## config.mk

```make
export PLATFORM = sky130hd
export DESIGN_NAME = ntt_ctrl
export DESIGN_NICKNAME = d
export VERILOG_FILES = /design/src/rtl/ntt_pkg.sv /design/src/rtl/ntt_addr_gen.sv /design/src/rtl/ntt_ctrl.sv
export SDC_FILE = /design/constraint.sdc
export NUM_CORES = 1
export LEC_CHECK = 0
export ABC_AREA = 1
export ABC_CLOCK_PERIOD_IN_PS = 7500
export CORE_MARGIN = 5
export CORE_UTILIZATION = 45
export DETAILED_ROUTE_END_ITERATION = 10
export GPL_ROUTABILITY_DRIVEN = 0
export PLACE_DENSITY = 0.7
export SLEW_MARGIN = 0
export SYNTH_ARGS = -nofsm -noshare
export SYNTH_HDL_FRONTEND = slang
export SYNTH_HIERARCHICAL = 1
export SYNTH_SLANG_ARGS = --single-unit
```

## constraint.sdc

```tcl
create_clock -name clk -period 7.5 [get_ports clk]
set_clock_uncertainty 0.15 [all_clocks]
set_input_delay 1.5 -clock clk [delete_from_list [all_inputs] [get_ports clk]]
set_output_delay 1.5 -clock clk [all_outputs]
set_load 0.05 [all_outputs]
```

## src/rtl/ntt_pkg.sv

```systemverilog
// Shared constants and FSM encoding for the NTT datapath and its controllers.
// The butterfly and every controller take their sizes from here.
package ntt_pkg;

    localparam int unsigned N        = 256;
    localparam int unsigned LOG_N    = 8;
    localparam int unsigned PIPE_LAT = 2;
    localparam logic [15:0] Q        = 16'h1e01;

    localparam int unsigned STAGE_W = $clog2(LOG_N);
    localparam int unsigned K_W     = LOG_N - 1;
    localparam int unsigned DRAIN_W = (PIPE_LAT > 1) ? $clog2(PIPE_LAT) : 1;

    typedef enum logic [1:0] {
        ST_IDLE  = 2'd0,
        ST_ISSUE = 2'd1,
        ST_DRAIN = 2'd2,
        ST_DONE  = 2'd3
    } ntt_state_e;

endpackage

```

## src/rtl/ntt_addr_gen.sv

```systemverilog
// Combinational (stage, k) -> butterfly operand addresses and bit-reversed zeta index.
// Shared between the forward and inverse NTT controllers.
module ntt_addr_gen
    import ntt_pkg::*;
(
    input  logic [STAGE_W-1:0] stage,
    input  logic [K_W-1:0]     k,
    output logic [LOG_N-1:0]   addr_a,
    output logic [LOG_N-1:0]   addr_b,
    output logic [LOG_N-1:0]   zeta_addr
);

    logic [LOG_N-1:0]   k_ext;
    logic [LOG_N-1:0]   len;
    logic [LOG_N-1:0]   grp;
    logic [LOG_N-1:0]   j;
    logic [STAGE_W-1:0] sh;

    always_comb begin
        k_ext     = {1'b0, k};
        // len = 2^sh, so divide/modulo/multiply by len reduce to shifts and masks
        sh        = STAGE_W'(LOG_N - 1) - stage;
        len       = LOG_N'(N / 2) >> stage;
        grp       = k_ext >> sh;
        j         = k_ext & (len - LOG_N'(1));
        addr_a    = ((grp << sh) << 1) + j;
        addr_b    = addr_a + len;
        zeta_addr = (LOG_N'(1) << stage) + grp;
    end

endmodule

```

## src/rtl/ntt_ctrl.sv

```systemverilog
// Forward NTT sequencer: issues N/2 butterflies per stage, drains the pipeline
// between stages, and replays issued addresses PIPE_LAT cycles later as writes.
module ntt_ctrl
    import ntt_pkg::*;
(
    input  logic             clk,
    input  logic             rst,
    input  logic             start,
    output logic             busy,
    output logic             done,
    output logic             rd_en,
    output logic [LOG_N-1:0] rd_addr_a,
    output logic [LOG_N-1:0] rd_addr_b,
    output logic [LOG_N-1:0] zeta_addr,
    output logic             wr_en,
    output logic [LOG_N-1:0] wr_addr_a,
    output logic [LOG_N-1:0] wr_addr_b
);

    ntt_state_e         state_q, state_d;
    logic [STAGE_W-1:0] stage_q, stage_d;
    logic [K_W-1:0]     k_q, k_d;
    logic [DRAIN_W-1:0] drain_q, drain_d;

    logic               busy_q, busy_d;
    logic               done_q, done_d;
    logic               rd_en_q, rd_en_d;
    logic [LOG_N-1:0]   rd_addr_a_q, rd_addr_a_d;
    logic [LOG_N-1:0]   rd_addr_b_q, rd_addr_b_d;
    logic [LOG_N-1:0]   zeta_addr_q, zeta_addr_d;

    logic [PIPE_LAT-1:0]            wb_valid_q, wb_valid_d;
    logic [PIPE_LAT-1:0][LOG_N-1:0] wb_addr_a_q, wb_addr_a_d;
    logic [PIPE_LAT-1:0][LOG_N-1:0] wb_addr_b_q, wb_addr_b_d;

    logic [LOG_N-1:0] gen_a, gen_b, gen_z;

    // Addresses are generated from the next-cycle counters so they can be
    // registered alongside rd_en and appear in the issue cycle itself.
    ntt_addr_gen u_addr_gen (
        .stage     (stage_d),
        .k         (k_d),
        .addr_a    (gen_a),
        .addr_b    (gen_b),
        .zeta_addr (gen_z)
    );

    always_comb begin
        state_d = state_q;
        stage_d = stage_q;
        k_d     = k_q;
        drain_d = drain_q;

        case (state_q)
            ST_IDLE: begin
                if (start) begin
                    state_d = ST_ISSUE;
                    stage_d = '0;
                    k_d     = '0;
                end
            end
            ST_ISSUE: begin
                if (k_q == K_W'(N / 2 - 1)) begin
                    state_d = ST_DRAIN;
                    drain_d = '0;
                end else begin
                    k_d = k_q + K_W'(1);
                end
            end
            ST_DRAIN: begin
                if (drain_q == DRAIN_W'(PIPE_LAT - 1)) begin
                    if (stage_q == STAGE_W'(LOG_N - 1)) begin
                        state_d = ST_DONE;
                    end else begin
                        state_d = ST_ISSUE;
                        stage_d = stage_q + STAGE_W'(1);
                        k_d     = '0;
                    end
                end else begin
                    drain_d = drain_q + DRAIN_W'(1);
                end
            end
            ST_DONE: begin
                state_d = ST_IDLE;
            end
            default: begin
                state_d = ST_IDLE;
            end
        endcase

        busy_d      = (state_d == ST_ISSUE) || (state_d == ST_DRAIN);
        done_d      = (state_d == ST_DONE);
        rd_en_d     = (state_d == ST_ISSUE);
        rd_addr_a_d = rd_en_d ? gen_a : '0;
        rd_addr_b_d = rd_en_d ? gen_b : '0;
        zeta_addr_d = rd_en_d ? gen_z : '0;

        wb_valid_d     = wb_valid_q;
        wb_addr_a_d    = wb_addr_a_q;
        wb_addr_b_d    = wb_addr_b_q;
        wb_valid_d[0]  = rd_en_q;
        wb_addr_a_d[0] = rd_addr_a_q;
        wb_addr_b_d[0] = rd_addr_b_q;
        for (int unsigned i = 1; i < PIPE_LAT; i++) begin
            wb_valid_d[i]  = wb_valid_q[i-1];
            wb_addr_a_d[i] = wb_addr_a_q[i-1];
            wb_addr_b_d[i] = wb_addr_b_q[i-1];
        end
    end

    always_ff @(posedge clk) begin
        if (rst) begin
            state_q     <= ST_IDLE;
            stage_q     <= '0;
            k_q         <= '0;
            drain_q     <= '0;
            busy_q      <= 1'b0;
            done_q      <= 1'b0;
            rd_en_q     <= 1'b0;
            rd_addr_a_q <= '0;
            rd_addr_b_q <= '0;
            zeta_addr_q <= '0;
            wb_valid_q  <= '0;
            wb_addr_a_q <= '0;
            wb_addr_b_q <= '0;
        end else begin
            state_q     <= state_d;
            stage_q     <= stage_d;
            k_q         <= k_d;
            drain_q     <= drain_d;
            busy_q      <= busy_d;
            done_q      <= done_d;
            rd_en_q     <= rd_en_d;
            rd_addr_a_q <= rd_addr_a_d;
            rd_addr_b_q <= rd_addr_b_d;
            zeta_addr_q <= zeta_addr_d;
            wb_valid_q  <= wb_valid_d;
            wb_addr_a_q <= wb_addr_a_d;
            wb_addr_b_q <= wb_addr_b_d;
        end
    end

    assign busy      = busy_q;
    assign done      = done_q;
    assign rd_en     = rd_en_q;
    assign rd_addr_a = rd_addr_a_q;
    assign rd_addr_b = rd_addr_b_q;
    assign zeta_addr = zeta_addr_q;
    assign wr_en     = wb_valid_q[PIPE_LAT-1];
    assign wr_addr_a = wb_addr_a_q[PIPE_LAT-1];
    assign wr_addr_b = wb_addr_b_q[PIPE_LAT-1];

endmodule

```

==> flow_summary.yaml, run 1 <==
run_status:
  status: "completed"
timing:
  max_clock_freq_ghz: 0.159
  hold_violations: 0
  grt_setup_unrepaired: "no"
  period_share_pct: 84.0
  drv_slew: 0
  slew_headroom_pct: 61.5
  setup_ws_ns: 1.20
  fin_crit_ns: 6.30
  tightestPinTransition_ns: 0.571
  finalSetupViolCount: 0
  tns_ns: 0
clocking:
  cts_resized: 0
  root_buffer: "clkbuf_8"
  postCtsHoldBufs: 0
  cts_tree: "yes"
  clock_latency_ns: 0.35
  cts_setup_buffers: 0
  htreeDepth: 3
  cts.sinks: 74
  clock_path_buffers: 2
  cts_buffers: 9
  clk_pin_slew_ns: 0.09
grt:
  overflow: 0
  grt_pass1_vias: 2969
  grt_pass1_wl_um: 13600
  grt_max_degree: 51
  antenna_found_initial: 0
  grtUsageTotal_pct: 15.1
power_and_ir_drop:
  switching_share_pct: 25.9
  p_per_area_nw_per_um2: 169
  ir_drop_v: 0.0000891
  p_int_mw: 0.575
  comb_power_share_pct: 7.0
  seqPwrFrac_pct: 51.9
  switching_power_mw: 0.201
  cellLeakagePower_nw: 2.14
  clkPwrFrac_pct: 41.1
  finalPower_mw: 0.776
floorplan:
  core_um2: 8640
  die_y_um: 104
  start_util_pct: 45.9
  ios: 47
  rows: 34
  die_area_um2: 10800
  die_w_um: 104
placed_design:
  portBuffers: 46
  placed_cell_area_um2: 4370
  post-dp-hpwl_um: 6090
  pre_cts_slack_ns: 0.941
synthesis:
  synthCells: 552
  syn_area_um2: 3960
  syn_area_per_cell_um2: 7.18
  synth-seq-cells: 74
  synth_fp_nets: 581
  synth.distinct_cells: 34
  ys_warn_count: 6
  yosysSeqAreaShare_pct: 37.4
setup_path:
  cp-end-kind: "flop"
  cp_common_cell: "inv_1"
  critPathArrivalTime_ns: 6.39
  slowest_stage: "clkdlybuf4s50_1"
  crit_fanout: 14
  worst_path_largest_cell_delay_ns: 0.50
  critPathRequiredTime_ns: 7.59
  criticalPathCategory: "in -> reg"
  start_kind: "primary input"
drt:
  vias: 3257
  wl_um: 7930
  dr.pass1.iters: 4
  viasPerCell: 4.69
  drtIter0Drc: 255
  route.detailed.wl_per_inst_um: 11.4
  drc_errors: 0
  ant_nets: 0
finish:
  postLayoutCellArea_um2: 4580
  antenna_cells: 0
  fill_cells: 838
  drive_gt1_share_pct: 8.69
  final_nets: 611
  area_growth_pct: 15.6
run:
  cap_violations: 0
worst_hold_path:
  holdCritPathClass: "reg -> reg"
[critical path, delay by kind of cell]
family                   cells  cell delay, ns
adder cells (fa/ha/maj)      4            1.21
XOR/XNOR                     1            0.16
AO/OA/AOI/OAI                3            0.54
AND/OR/NAND/NOR             13            1.56
buffers and inverters        9            1.42
[worst paths after layout]
path | start | endpoint | slack (ns) | depth (start not counted)
min | wb_addr_b_d[8]$_SDFF_PP0_ | wr_addr_b[0]$_SDFF_PP0_ | 0.24 | 2
min reg2reg | wb_addr_b_d[8]$_SDFF_PP0_ | wr_addr_b[0]$_SDFF_PP0_ | 0.24 | 2
max reg2reg | stage_q[0]$_SDFF_PP0_ | rd_addr_b[7]$_SDFF_PP0_ | 2.12 | 31
max | start | rd_addr_b[7]$_SDFF_PP0_ | 1.20 | 30
[power groups by stage]
stage	registers, mW	logic, mW	clock network [mW]
finish	0.403	0.0544	0.319
global route	0.403	0.0598	0.347
CTS	0.403	0.0550	0.329
detailed placement	0.412	0.0547	0
global placement	0.412	0.0539	0
floorplan	0.419	0.0351	0
[Yosys cell counts (all sizes together)]
library cell,instances,area [µm²]
xnor2,6,52.6
nand4,3,18.8
nand2,91,384
nor3,1,5.00
nand3,31,180
fa,3,60.1
or2,1,6.26
buf,24,178
nor2,103,424
a21oi,24,135
a21o,5,37.5
a31oi,2,12.5
o21ai,19,106
o211ai,2,15.0
o21bai,1,7.51
conb,1,3.75
xor2,9,78.8
o22ai,2,12.5
inv,123,462
dfxtp,74,1480
ha,23,288
clkbuf,4,15.0
[stage by stage]
step	util (%)	hold WS [ns]	std cells
after CTS	53.1	0.247	695
after floorplan	-	0.238	552
after global placement	50.7	0.240	679
after detailed placement	50.7	0.244	679
final	53.1	0.244	695
after global routing	53.1	0.267	695
[placed cells by master (no fill, tap or decap), drive strengths merged]
cell type      netlist  routed
inv                123     126
nor2               103     103
nand2               91      91
dfxtp               74      74
clkdlybuf4s50        0      46
nand3               31      31
a21oi               24      24
ha                  23      23
o21ai               19      19
clkbuf               4       9
xor2                 9       9
xnor2                6       6
a21o                 5       5
nand4                3       3
fa                   3       3
o211ai               2       2
clkinv               0       2
o22ai                2       2
a31oi                2       2
o21bai               1       1
nor3                 1       1
clkinvlp             0       1
bufinv               0       1
buf                 24       1
or2                  1       1
conb                 1       1
[metal layers]
| metal | vias up | share of wire, % | track usage [%] | wire (µm) |
|---|---|---|---|---|
| met1 | 1434 | 46 | 19.0 | 3660 |
| met3 | 12 | 7.5 | 4.41 | 591 |
| met5 | - | 0 | 0 | 0 |
| met2 | 106 | 45 | 24.4 | 3560 |
| met4 | 0 | 1.6 | 6.01 | 126 |
| li1 | 1705 | - | - | - |
[sequential cells by signal (all words and copies together), names as in the netlist]
register	count
wb_addr_a_d	8
wb_valid_q	2
state_q	2
wr_addr_a	8
rd_addr_a	8
drain_q	1
wr_addr_b	8
stage_q	3
rd_addr_b	8
zeta_addr	8
wb_addr_b_d	8
busy	1
k_q	7
rd_en	1
done	1
[cell type report]
cell class / count / area [µm²] / share of cell area, %
well taps: 108 / 135 / 2.95
flip-flops and latches: 74 / 1480 / 32.3
repair buffers: 47 / 468 / 10.2
clock inverters: 7 / 83.8 / 1.83
inverters: 123 / 462 / 10.1
multi-input cells: 327 / 1830 / 39.9
clock buffers: 9 / 124 / 2.70
[cells by family after synthesis]
group	Yosys count	share of synthesized area, %
AO/OA/AOI/OAI	55	8.24
XOR/XNOR	15	3.31
adder cells (fa/ha/maj)	26	8.78
buffers and inverters	151	16.5
flip-flops	74	37.4
other	1	0.0946
AND/OR/NAND/NOR	230	25.7
Note: power is estimated with default switching activity, not from simulation.
==> run 2: changes to the inputs <==
ABC_CLOCK_PERIOD_IN_PS = 6460   (was 7500)
clock period = 6.46 ns   (was 7.5 ns; I/O delays follow)
==> run 2 against run 1 <==
  * Final area grew 0.16%
  * Worst hold slack improved by 0.0030 ns
  * Clock-buffer cell count is the same
  * Critical path type unchanged
  * Highest routed layer unchanged
==> flow_summary.yaml, run 2 (synthesized netlist as in run 1, its figures left out) <==
grt:
  antenna_found_initial: 0
  grt_pass1_vias: 2933
  overflow: 0
  grt_pass1_wl_um: 13100
  grt_max_degree: 27
  grtUsageTotal_pct: 14.4
drt:
  drc_errors: 0
  dr.pass1.iters: 6
  wl_um: 7760
  route.detailed.wl_per_inst_um: 11.1
  viasPerCell: 4.68
  drtIter0Drc: 267
  vias: 3255
  ant_nets: 0
power_and_ir_drop:
  cellLeakagePower_nw: 2.15
  p_per_area_nw_per_um2: 196
  finalPower_mw: 0.900
  ir_drop_v: 0.0000898
setup_path:
  critPathRequiredTime_ns: 6.53
  critical-path-top-delay-family: "simple AND/OR/NAND/NOR gates"
  criticalPathCategory: "in -> reg"
  worst_path_largest_cell_delay_ns: 0.49
  cp-end-kind: "flop"
  critPathArrivalTime_ns: 5.96
  cp_common_cell: "inv_1"
  start_kind: "primary input"
  crit_buf_inv: 9
  slowest_stage: "clkdlybuf4s50_1"
  crit_fanout: 14
placed_design:
  portBuffers: 46
  pre_cts_slack_ns: 0.264
  post-dp-hpwl_um: 6050
  place_inst: 680
clocking:
  cts.sinks: 74
  cts_tree: "yes"
  htreeDepth: 3
  cts_resized: 0
  cts_setup_buffers: 0
  root_buffer: "clkbuf_8"
  clock_latency_ns: 0.34
  cts_buffers: 9
  postCtsHoldBufs: 0
  clk_pin_slew_ns: 0.09
  clock_path_buffers: 2
timing:
  fin_crit_ns: 5.90
  drv_slew: 0
  hold_violations: 0
  tightestPinTransition_ns: 0.831
  setup_ws_ns: 0.563
  finalSetupViolCount: 0
  period_share_pct: 91.3
  holdWs_ns: 0.247
  slew_headroom_pct: 44.4
  tns_ns: 0
  max_clock_freq_ghz: 0.170
  grt_setup_unrepaired: "no"
run:
  cap_violations: 0
floorplan:
  rows: 34
  die_w_um: 104
  start_util_pct: 45.9
  die_y_um: 104
  core_um2: 8640
  ios: 47
  die_area_um2: 10800
finish:
  area_growth_pct: 15.8
  mostFrequentLayoutCells: "inv_1 (118), nor2_1 (96), nand2_1 (80), dfxtp_1 (74), clkdlybuf4s50_1 (46)"
  fill_cells: 832
  layout_commonest_cell: "inv_1"
  antenna_cells: 0
  instances_no_fill: 696
  multi_input_area_um2: 1830
  final_nets: 612
  ff_latch_area_um2: 1480
  drive_gt1_share_pct: 8.84
worst_hold_path:
  holdCritPathClass: "reg -> reg"
run_status:
  status: "completed"
[run 2: cell count changes in the layout (fill, tap and decap cells not counted), sizes merged]
| cell | previous run | this run |
|---|---|---|
| buf | 1 | 2 |
[run 2: worst paths after layout]
kind	start	to	slack, ns	cells past startpoint
max	start	rd_addr_b[7]$_SDFF_PP0_	0.56	30
min	wb_addr_a_d[11]$_SDFF_PP0_	wr_addr_a[3]$_SDFF_PP0_	0.25	2
max reg2reg	stage_q[0]$_SDFF_PP0_	rd_addr_b[7]$_SDFF_PP0_	1.26	31
min reg2reg	wb_addr_a_d[11]$_SDFF_PP0_	wr_addr_a[3]$_SDFF_PP0_	0.25	2
[run 2: worst register-to-register path: cells and delay by family, from the launching register on]
| kind | cells | cell delay (ns) |
|---|---|---|
| and+or+nand+nor | 14 | 1.56 |
| adders and majority gates | 5 | 1.41 |
| xor gates and xnor gates | 1 | 0.16 |
| buffers and inverters | 8 | 0.78 |
| DFF | 1 | 0.34 |
| AOI/OAI and AO/OA | 3 | 0.67 |
[run 2: per-stage QoR]
step                utilization [%]  cell area, µm²
detailed placement             50.7            4380
finish                         53.1            4590
global placement               50.7            4380
CTS                            53.1            4590
global route                   53.1            4590
floorplan                         -            3960
[run 2: power by group]
part / leakage, nW / internal, mW / switching [mW]
clock: 0.102 / 0.185 / 0.184
sequential: 0.599 / 0.464 / 0.00384
combinational: 1.45 / 0.0184 / 0.0450
total: 2.15 / 0.667 / 0.233
[run 2: final cells by class]
type,count,area share [%]
Sequential cell,74,32.3
Timing Repair Buffer,48,10.4
Clock buffer,9,2.70
Clock inverter,7,1.83
Multi-Input combinational cell,327,39.8
Inverter,123,10.1
Tap cell,108,2.94
[run 2: per-layer routing]
metal	track usage (%)	up-vias	routed length (µm)
met2	23.3	114	3540
met5	0	-	0
met3	4.78	17	593
met1	18.1	1420	3480
met4	4.90	0	150
li1	-	1704	-
